[src/rtl/delay_line.sv]
// Fixed-latency delay line: delays `in` by LENGTH enabled clock edges, built either
// as a register chain or as a block-RAM ring buffer with a zero-forcing fill counter.
module delay_line #(
    parameter int    LENGTH = 10,
    parameter int    WIDTH  = 8,
    parameter string TYPE   = "CELLS"
) (
    input  logic             clk,
    input  logic             rst,
    input  logic             ena,
    input  logic [WIDTH-1:0] in,
    output logic [WIDTH-1:0] out
);

    generate
        if ((TYPE != "CELLS" && TYPE != "ALTERA_BLOCK_RAM") || LENGTH < 0 || WIDTH < 1) begin : g_bad_cfg
            $fatal(1, "delay_line: unsupported configuration TYPE=%s LENGTH=%0d WIDTH=%0d",
                   TYPE, LENGTH, WIDTH);
            assign out = '0;
        end else if (LENGTH == 0) begin : g_wire
            // Zero-length delay is a pure wire; the control inputs have nothing to act on.
            logic unused_ctrl;
            assign unused_ctrl = clk ^ rst ^ ena;
            assign out = in;
        end else if (TYPE == "CELLS" || LENGTH == 1) begin : g_cells
            logic [WIDTH-1:0] stage_q [LENGTH];
            logic [WIDTH-1:0] stage_d [LENGTH];

            always_comb begin
                stage_d = stage_q;
                if (ena) begin
                    stage_d[0] = in;
                    for (int i = 1; i < LENGTH; i++) begin
                        stage_d[i] = stage_q[i-1];
                    end
                end
            end

            always_ff @(posedge clk or posedge rst) begin
                if (rst) begin
                    for (int i = 0; i < LENGTH; i++) begin
                        stage_q[i] <= '0;
                    end
                end else begin
                    stage_q <= stage_d;
                end
            end

            assign out = stage_q[LENGTH-1];
        end else begin : g_ram
            // The registered RAM read is itself the final delay stage, so the array
            // only needs LENGTH-1 words.
            localparam int D  = LENGTH - 1;
            localparam int AW = (D > 1) ? $clog2(D) : 1;
            localparam int CW = $clog2(D + 1);
            localparam logic [AW-1:0] WP_LAST   = AW'(D - 1);
            localparam logic [CW-1:0] FILL_FULL = CW'(D);

            logic [WIDTH-1:0] mem [D];
            logic [AW-1:0]    wp_q, wp_d;
            logic [CW-1:0]    fill_q, fill_d;
            logic [WIDTH-1:0] out_q, out_d;

            always_comb begin
                wp_d   = wp_q;
                fill_d = fill_q;
                out_d  = out_q;
                if (ena) begin
                    wp_d = (wp_q == WP_LAST) ? '0 : wp_q + 1'b1;
                    // Until D words have been written the RAM may hold stale or
                    // uninitialised data, so the output is forced to zero.
                    if (fill_q < FILL_FULL) begin
                        fill_d = fill_q + 1'b1;
                        out_d  = '0;
                    end else begin
                        out_d  = mem[wp_q];
                    end
                end
            end

            always_ff @(posedge clk or posedge rst) begin
                if (rst) begin
                    wp_q   <= '0;
                    fill_q <= '0;
                    out_q  <= '0;
                end else begin
                    wp_q   <= wp_d;
                    fill_q <= fill_d;
                    out_q  <= out_d;
                end
            end

            always_ff @(posedge clk) begin
                if (ena) begin
                    mem[wp_q] <= in;
                end
            end

            assign out = out_q;
        end
    endgenerate

endmodule

[config.mk]
export PLATFORM = sky130hd
export DESIGN_NAME = delay_line
export DESIGN_NICKNAME = d
export VERILOG_FILES = /design/src/rtl/delay_line.sv
export SDC_FILE = /design/constraint.sdc
export NUM_CORES = 1
export LEC_CHECK = 0
export CAP_MARGIN = 30
export CELL_PAD_IN_SITES_DETAIL_PLACEMENT = 0
export CELL_PAD_IN_SITES_GLOBAL_PLACEMENT = 1
export CORE_MARGIN = 2
export CORE_UTILIZATION = 55
export CTS_CLUSTER_SIZE = 25
export DETAILED_ROUTE_END_ITERATION = 10
export PLACE_DENSITY = 0.88
export SETUP_SLACK_MARGIN = 0.2
export SLEW_MARGIN = 40
export SYNTH_ARGS = -nofsm -noshare
export SYNTH_HDL_FRONTEND = slang
export SYNTH_SLANG_ARGS = --single-unit
[constraint.sdc]
create_clock -name clk -period 5.15 [get_ports clk]
set_clock_uncertainty 0.2 [all_clocks]
set_input_delay 0.515 -clock clk [delete_from_list [all_inputs] [get_ports clk]]
set_output_delay 0.515 -clock clk [all_outputs]
set_load 0.02 [all_outputs]
==> results.cfg, run 1 <==
[status]
outcome = finished, final reports clean

[die]
initial_utilization = 0.574
core_area_mm2 = 0.00599
ios = 19
die_w_um = 83.1
dieArea_mm2 = 0.00690
placementRows = 28
chipHeight_um = 83.1

[clock_tree]
cts_buffer_depth = 2
postCtsHoldBufs = 0
cts.htree.levels = 3
cts-resized-gates = 0
clk_latency_ps = 340
cts.sinks = 80
cts_setup_buffers = 0
cts_tree = yes
cts_root_buffer = clkbuf_8
path_clk_slew_ps = 80
numCtsBuffers = 9

[finish]
antennaDiodeCount = 0
drive_above_1_share = 0.503
syn2layout_area_growth_pct = 7.61
nNetsFinal = 203
finalInstanceArea_mm2 = 0.00370
utilization = 0.618

[sta]
finalSetupViolCount = 0
drv_slew = 0
setup-tns-final_ps = 0
hold_violations = 0
max-slew-margin-rel = 0.543
fin_crit_ps = 2020
worst_pin_slew_ps = 685
period_share = 0.393
fmax_mhz = 495
rsz0062_at_grt = no

[setup_path]
crit_required_ps = 4430
crit_buf_inv = 1
cpLargestDelayFamily = buffers and inverters
end_kind = output pin
crit_type = reg -> out
worstPathMaxFanout = 2
arrival_ps = 1310
critPathSlowestCell = clkdlybuf4s50_1
worstPathCellList = clkdlybuf4s50_1
slowest_delay_ps = 610
startpoint_type = register

[place]
placed_cell_area_mm2 = 0.00350
gp_congestion = 0.666
dp_hpwl_mm = 2.44
io_buffer_count = 18

[route]
routed_wirelength_mm = 4.14
viasPerCell = 5.04
drc_errors = 0
drtAntennaViolNets = 0
via_count = 1370
routedWlPerCell_um = 15.2
dr.pass1.iters = 4
drt_iter0_drc = 71

[global_route]
grt_pass1_vias = 1466
gr-usage-all-layers = 0.135
grt_max_degree = 81
grt_overflow = 0
grt_pass1_wl_mm = 7.38
antenna_found_initial = 0

[yosys]
ys_ff_latch = 80
syn-mean-instance-area_um2 = 19.3
netlist_area_mm2 = 0.00344
seq_area_frac_synth = 0.582
ys_warn_count = 0
syn-num-nets = 189
synthDistinctLibCells = 6
syn_inst = 178

[min_path]
hp-class = reg -> reg

[power_and_ir_drop]
power_density_mw_per_mm2 = 498
ir_drop_mv = 0.256
power_uw = 1840
power_leakage_uw = 0.00179

[flow_run]
drv_cap = 0
-- cell usage after synthesis --
cell type / instances / area [um2]
inv_1: 1 / 3.75
buf_4: 8 / 60.1
dfrtp_1: 80 / 2000
mux2_4: 80 / 1200
buf_12: 8 / 160
buf_6: 1 / 11.3
-- cell usage in the layout (no fill, tap or decap), drive strengths merged --
cell type,n
buf,3
clkdlybuf4s50,17
clkbuf,11
clkinvlp,1
clkinv,4
mux2,80
bufinv,1
dfrtp,80
-- metrics by stage --
step           setup slack, ps  hold slack (ps)  std cells
2_1_floorplan             2380              282        178
3_3_place_gp              2710              294        256
3_5_place_dp              2880              294        256
4_1_cts                   3090              313        272
5_1_grt                   3060              329        272
6_report                  3130              308        272
-- path summary, 6_finish.rpt --
kind / slack, ps / cells after the start / startpoint / end
max in group asynchronous: 3810 / 3 / rst / g_cells.stage_q[9]$_DFFE_PP0P_
worst max register to register: 4160 / 1 / g_cells.stage_q[39]$_DFFE_PP0P_ / g_cells.stage_q[39]$_DFFE_PP0P_
worst min register to register: 310 / 1 / g_cells.stage_q[33]$_DFFE_PP0P_ / g_cells.stage_q[25]$_DFFE_PP0P_
worst min-delay path: 310 / 1 / g_cells.stage_q[33]$_DFFE_PP0P_ / g_cells.stage_q[25]$_DFFE_PP0P_
min in group asynchronous: 470 / 3 / rst / g_cells.stage_q[30]$_DFFE_PP0P_
worst max-delay path: 3130 / 1 / out[2]$_DFFE_PP0P_ / out[2]
-- final cells by class --
type                            instances  area [um2]
Fill cell                             409        2290
Multi-Input combinational cell         80        1200
Sequential cell                        80        2000
Tap cell                               75        93.8
Clock inverter                          5        56.3
Clock buffer                           11         141
Timing Repair Buffer                   20         200
Inverter                                1        5.00
-- logic make-up after synthesis --
family,after synthesis,synth area share
buf+inv,18,0.0684
flops,80,0.582
mux,80,0.349
-- power breakdown --
part,switching [uW],total (uW),internal (uW)
logic,129,453,324
clock network,214,451,236
registers,116,940,824
total,460,1840,1380
-- registers in the layout (all words and copies together) (netlist names) --
register,count
out,8
g_cells.stage_q,72
-- routing by layer --
metal  track usage  share of wire  up-vias
li1              -              -      632
met1         0.200           0.51      707
met2         0.176           0.44       26
met3        0.0497          0.042        5
met4        0.0581          0.013        0
met5             0              0        -
Power figures use the tool's default switching activity.
==> inputs of run 2 (changes only) <==
--- a/config.mk
+++ b/config.mk
@@ -9,10 +9,10 @@
 export CELL_PAD_IN_SITES_DETAIL_PLACEMENT = 0
 export CELL_PAD_IN_SITES_GLOBAL_PLACEMENT = 1
 export CORE_MARGIN = 2
-export CORE_UTILIZATION = 55
+export CORE_UTILIZATION = 51
 export CTS_CLUSTER_SIZE = 25
 export DETAILED_ROUTE_END_ITERATION = 10
-export PLACE_DENSITY = 0.88
+export PLACE_DENSITY = 0.83
 export SETUP_SLACK_MARGIN = 0.2
 export SLEW_MARGIN = 40
 export SYNTH_ARGS = -nofsm -noshare
==> constraint.sdc (replaced) <==
create_clock -name clk -period 2 [get_ports clk]
set_clock_uncertainty 0.2 [all_clocks]
set_input_delay 0.2 -clock clk [delete_from_list [all_inputs] [get_ports clk]]
set_output_delay 0.2 -clock clk [all_outputs]
set_load 0.02 [all_outputs]
==> run 2 against run 1 <==
First-iteration DRC count decreased by 28%. Power increased to 2.7 times the previous value. Worst hold slack got worse by 290 ps. Non-clock buffer count increased by 2. Die area increased by 7.5%. Sequential power increased to 2.6 times the previous value. Count of clock-buffer cells in the layout decreased by 1. Cell count increased by 1.5%. Largest cell class unchanged. Combinational power increased to 2.6 times the previous value.
==> results.cfg, run 2 (synthesis results as in run 1) <==
[setup_path]
crit_cells = 1
worstPathCellList = clkdlybuf4s50_1
worst_r2r_endpoint = g_cells.stage_q[12]$_DFFE_PP0P_
reg2reg_slack_ps = 1010
crit_buf_inv = 1
end_kind = output pin
arrival_ps = 1330
crit_type = reg -> out
crit_required_ps = 1600
startpoint_type = register
reg2regPathDepth = 1
r2r-start = g_cells.stage_q[12]$_DFFE_PP0P_
worstPathMaxFanout = 2
cpLargestDelayFamily = buffers and inverters
critPathSlowestCell = clkdlybuf4s50_1
slowest_delay_ps = 620

[power_and_ir_drop]
power_leakage_uw = 0.00183
power_density_mw_per_mm2 = 1300
ir_drop_mv = 0.522

[finish]
syn2layout_area_growth_pct = 9.97
finalInstanceArea_mm2 = 0.00378
final_cell_mix = mux2_4 (80), dfrtp_1 (80), clkdlybuf4s50_1 (17)
drive_above_1_share = 0.513
nNetsFinal = 205
antennaDiodeCount = 0
utilization = 0.589
regMostFlops = g_cells.stage_q
largest_reg_flops = 72
final_cells = 276

[route]
routedWlPerCell_um = 16.0
routed_wirelength_mm = 4.42
dr.pass1.iters = 4
drtAntennaViolNets = 0
drt_iter0_drc = 51
viasPerCell = 4.94
via_count = 1363
drc_errors = 0

[clock_tree]
cts_setup_buffers = 0
cts-resized-gates = 0
cts_tree = yes
clk_latency_ps = 340
numCtsBuffers = 9
path_clk_slew_ps = 80
cts.sinks = 80
cts_root_buffer = clkbuf_8
postCtsHoldBufs = 0
cts_buffer_depth = 2
cts.htree.levels = 3

[place]
dp.cells = 260
io_buffer_count = 18
gp_congestion = 0.689
placed_cell_area_mm2 = 0.00355
dp_hpwl_mm = 2.74

[global_route]
grt_pass1_vias = 1510
antenna_found_initial = 0
grt_overflow = 0
grt_pass1_wl_mm = 7.66
grt_max_degree = 58
gr-usage-all-layers = 0.136

[die]
initial_utilization = 0.535
die_w_um = 86.1
placementRows = 29
dieArea_mm2 = 0.00741
chipHeight_um = 86.1
core_area_mm2 = 0.00642
ios = 19

[sta]
fmax_mhz = 578
worst_pin_slew_ps = 457
rsz0062_at_grt = no
drv_slew = 0
period_share = 0.865
finalSetupViolCount = 0
fin_crit_ps = 1730
hold_violations = 0
setup-tns-final_ps = 0
fin_hold_ws_ps = 17.1
max-slew-margin-rel = 0.695

[min_path]
hp-class = in -> async

[flow_run]
drv_cap = 0

[status]
outcome = finished, final reports clean
-- run 2: cell types whose count changed in the layout (fill, tap and decap cells not counted) --
cell,before,now
buf_12,0,3
buf_4,1,2
buf_6,2,0
bufinv_16,1,2
clkbuf_1,1,0
clkinv_2,3,1
clkinv_4,1,2
inv_6,0,1
-- run 2: per-layer routing --
metal / vias to the layer above / global-route usage / share of wire
met3: 6 / 0.0433 / 0.026
met5: - / 0 / 0
li1: 632 / - / -
met1: 702 / 0.192 / 0.51
met2: 23 / 0.194 / 0.45
met4: 0 / 0.0606 / 0.012
-- run 2: metrics by stage --
stage / setup slack (ps) / total power [uW]
2_1_floorplan: 690 / 3430
3_3_place_gp: 671 / 3570
3_5_place_dp: 637 / 3650
4_1_cts: 249 / 4980
5_1_grt: 224 / 5180
6_report: 270 / 4920
-- run 2: layout make-up --
cell class,count,area [um2]
clock buffers,10,138
clock inverters,6,91.3
fillers,463,2640
inverters,1,7.51
multi-input cells,80,1200
flip-flops and latches,80,2000
well taps,77,96.3
repair buffers,22,245
-- run 2: where the power goes --
| part | internal [uW] | switching [uW] | total (uW) |
|---|---|---|---|
| sequential | 2120 | 297 | 2420 |
| clock | 743 | 571 | 1310 |
| combinational | 842 | 339 | 1180 |
| total | 3710 | 1210 | 4920 |
-- run 2: how the worst max path moves through the flow --
stage	from	end	slack [ps]
detailed placement	out[7]$_DFFE_PP0P_	out[7]	640
global route	out[2]$_DFFE_PP0P_	out[2]	220
finish	out[7]$_DFFE_PP0P_	out[7]	270
floorplan	rst	g_cells.stage_q[10]$_DFFE_PP0P_	690
global placement	ena	out[3]$_DFFE_PP0P_	670
CTS	out[7]$_DFFE_PP0P_	out[7]	250
==> inputs of run 3 (changes only) <==
--- a/config.mk
+++ b/config.mk
@@ -9,12 +9,13 @@
 export CELL_PAD_IN_SITES_DETAIL_PLACEMENT = 0
 export CELL_PAD_IN_SITES_GLOBAL_PLACEMENT = 1
 export CORE_MARGIN = 2
-export CORE_UTILIZATION = 51
+export CORE_UTILIZATION = 33
 export CTS_CLUSTER_SIZE = 25
 export DETAILED_ROUTE_END_ITERATION = 10
-export PLACE_DENSITY = 0.83
+export MAX_ROUTING_LAYER = met4
+export PLACE_DENSITY = 0.6
 export SETUP_SLACK_MARGIN = 0.2
-export SLEW_MARGIN = 40
+export SLEW_MARGIN = 5
 export SYNTH_ARGS = -nofsm -noshare
 export SYNTH_HDL_FRONTEND = slang
 export SYNTH_SLANG_ARGS = --single-unit
==> run 3 against run 2 <==
Setup slack got worse by 8.7 ps. Core utilization fell by 21 points. Routed wire length fell by 4.9%. Clock power fell by 5%. Cell count rose by 21%. Non-clock buffer count did not move. Sequential share of layout area fell by 0.98 points. Worst hold slack improved by 92 ps. Register-to-register slack barely moved. First-iteration DRC count fell by 14%.
==> results.cfg, run 3 (synthesis results as in run 1) <==
[clock_tree]
cts.sinks = 80
numCtsBuffers = 9
cts_setup_buffers = 0
clk_latency_ps = 340
cts_buffer_depth = 2
cts_tree = yes
path_clk_slew_ps = 80
cts.htree.levels = 3
cts_root_buffer = clkbuf_8
postCtsHoldBufs = 0
cts-resized-gates = 0

[sta]
rsz0062_at_grt = no
fmax_mhz = 575
setup_ws_ps = 261
fin_hold_ws_ps = 109
setup-tns-final_ps = 0
hold_violations = 0
finalSetupViolCount = 0
worst_pin_slew_ps = 432
fin_crit_ps = 1740
max-slew-margin-rel = 0.712
drv_slew = 0
period_share = 0.869

[route]
via_count = 1358
routed.top_layer = met4
routed_wirelength_mm = 4.20
dr.pass1.iters = 2
drtAntennaViolNets = 0
drt_iter0_drc = 44
wl_met1_mm = 2.33
viasPerCell = 4.05
drc_errors = 0
route.met2.wl_mm = 1.66
dr_wl_met3_um = 168
routedWlPerCell_um = 12.5

[place]
dp_hpwl_mm = 2.42
io_buffer_count = 18
placed_cell_area_mm2 = 0.00364
gp_congestion = 0.591
preCtsSetupSlack_ps = 547

[global_route]
grt_max_degree = 81
gr-usage-all-layers = 0.0906
grt_pass1_wl_mm = 7.74
grt_overflow = 0
grt_pass1_vias = 1490
antenna_found_initial = 0

[setup_path]
reg2regPathDepth = 1
startpoint_type = register
worst_r2r_endpoint = out[0]$_DFFE_PP0P_
worstPathCellList = clkdlybuf4s50_1
critPathSlowestCell = clkdlybuf4s50_1
arrival_ps = 1340
cpLargestDelayFamily = buffers and inverters
crit_buf_inv = 1
crit_cells = 1
worstPathMaxFanout = 2
slowest_delay_ps = 620
end_kind = output pin
crit_type = reg -> out
crit_required_ps = 1600
reg2reg_slack_ps = 1010
r2r-start = out[0]$_DFFE_PP0P_

[status]
outcome = finished, final reports clean

[finish]
finalInstanceArea_mm2 = 0.00385
drive_above_1_share = 0.508
n_fill_cell = 959
largest_reg_flops = 72
antennaDiodeCount = 0
regMostFlops = g_cells.stage_q
syn2layout_area_growth_pct = 12.0
final_cell_mix = mux2_4 (80), dfrtp_1 (80), clkdlybuf4s50_1 (16)
nNetsFinal = 205

[power_and_ir_drop]
power_density_mw_per_mm2 = 1250
power_uw = 4830
ir_drop_mv = 0.427
power_leakage_uw = 0.00183

[min_path]
hp-class = in -> async

[die]
chipHeight_um = 106
placementRows = 37
initial_utilization = 0.336
dieArea_mm2 = 0.0113
ios = 19
die_w_um = 106
core_area_mm2 = 0.0102

[flow_run]
drv_cap = 0
==> run 3: cell count changes in the layout (fill, tap and decap cells not counted), sizes merged <==
cell / change
dlymetal6s2s: +1
inv: -1
clkinv: +1
clkdlybuf4s50: -1
==> run 3: final cells by class <==
class                           instances  area [um2]  share of cell area
Sequential cell                        80        2000               0.520
Multi-Input combinational cell         80        1200               0.312
Timing Repair Buffer                   22         260              0.0676
Tap cell                              136         170              0.0442
Clock buffer                           10         128              0.0331
Clock inverter                          6        83.8              0.0218
Inverter                                1        7.51             0.00195
==> run 3: per-stage QoR <==
stage	utilization	instances
floorplan	-	178
global placement	0.356	319
detailed placement	0.356	319
CTS	0.376	335
global route	0.377	335
finish	0.377	335
==> run 3: power by group <==
part           switching, uW  total [uW]  internal (uW)  leakage (uW)
combinational            329        1170            842      0.000776
sequential               286        2410           2120      0.000948
clock                    554        1250            699      0.000110
total                   1170        4830           3660       0.00183
==> run 3: worst max path at each step <==
| stage | start | to | slack (ps) |
|---|---|---|---|
| finish | out[0]$_DFFE_PP0P_ | out[0] | 260 |
| global route | out[2]$_DFFE_PP0P_ | out[2] | 210 |
| CTS | out[1]$_DFFE_PP0P_ | out[1] | 230 |
| detailed placement | ena | g_cells.stage_q[75]$_DFFE_PP0P_ | 550 |
| global placement | ena | g_cells.stage_q[75]$_DFFE_PP0P_ | 560 |
| floorplan | rst | g_cells.stage_q[10]$_DFFE_PP0P_ | 690 |
==> run 3: metal layers <==
metal  up-vias  global-route usage
li1        636                   -
met1       690               0.130
met2        26               0.113
met3         6              0.0368
met4         0              0.0338
met5         -                   -
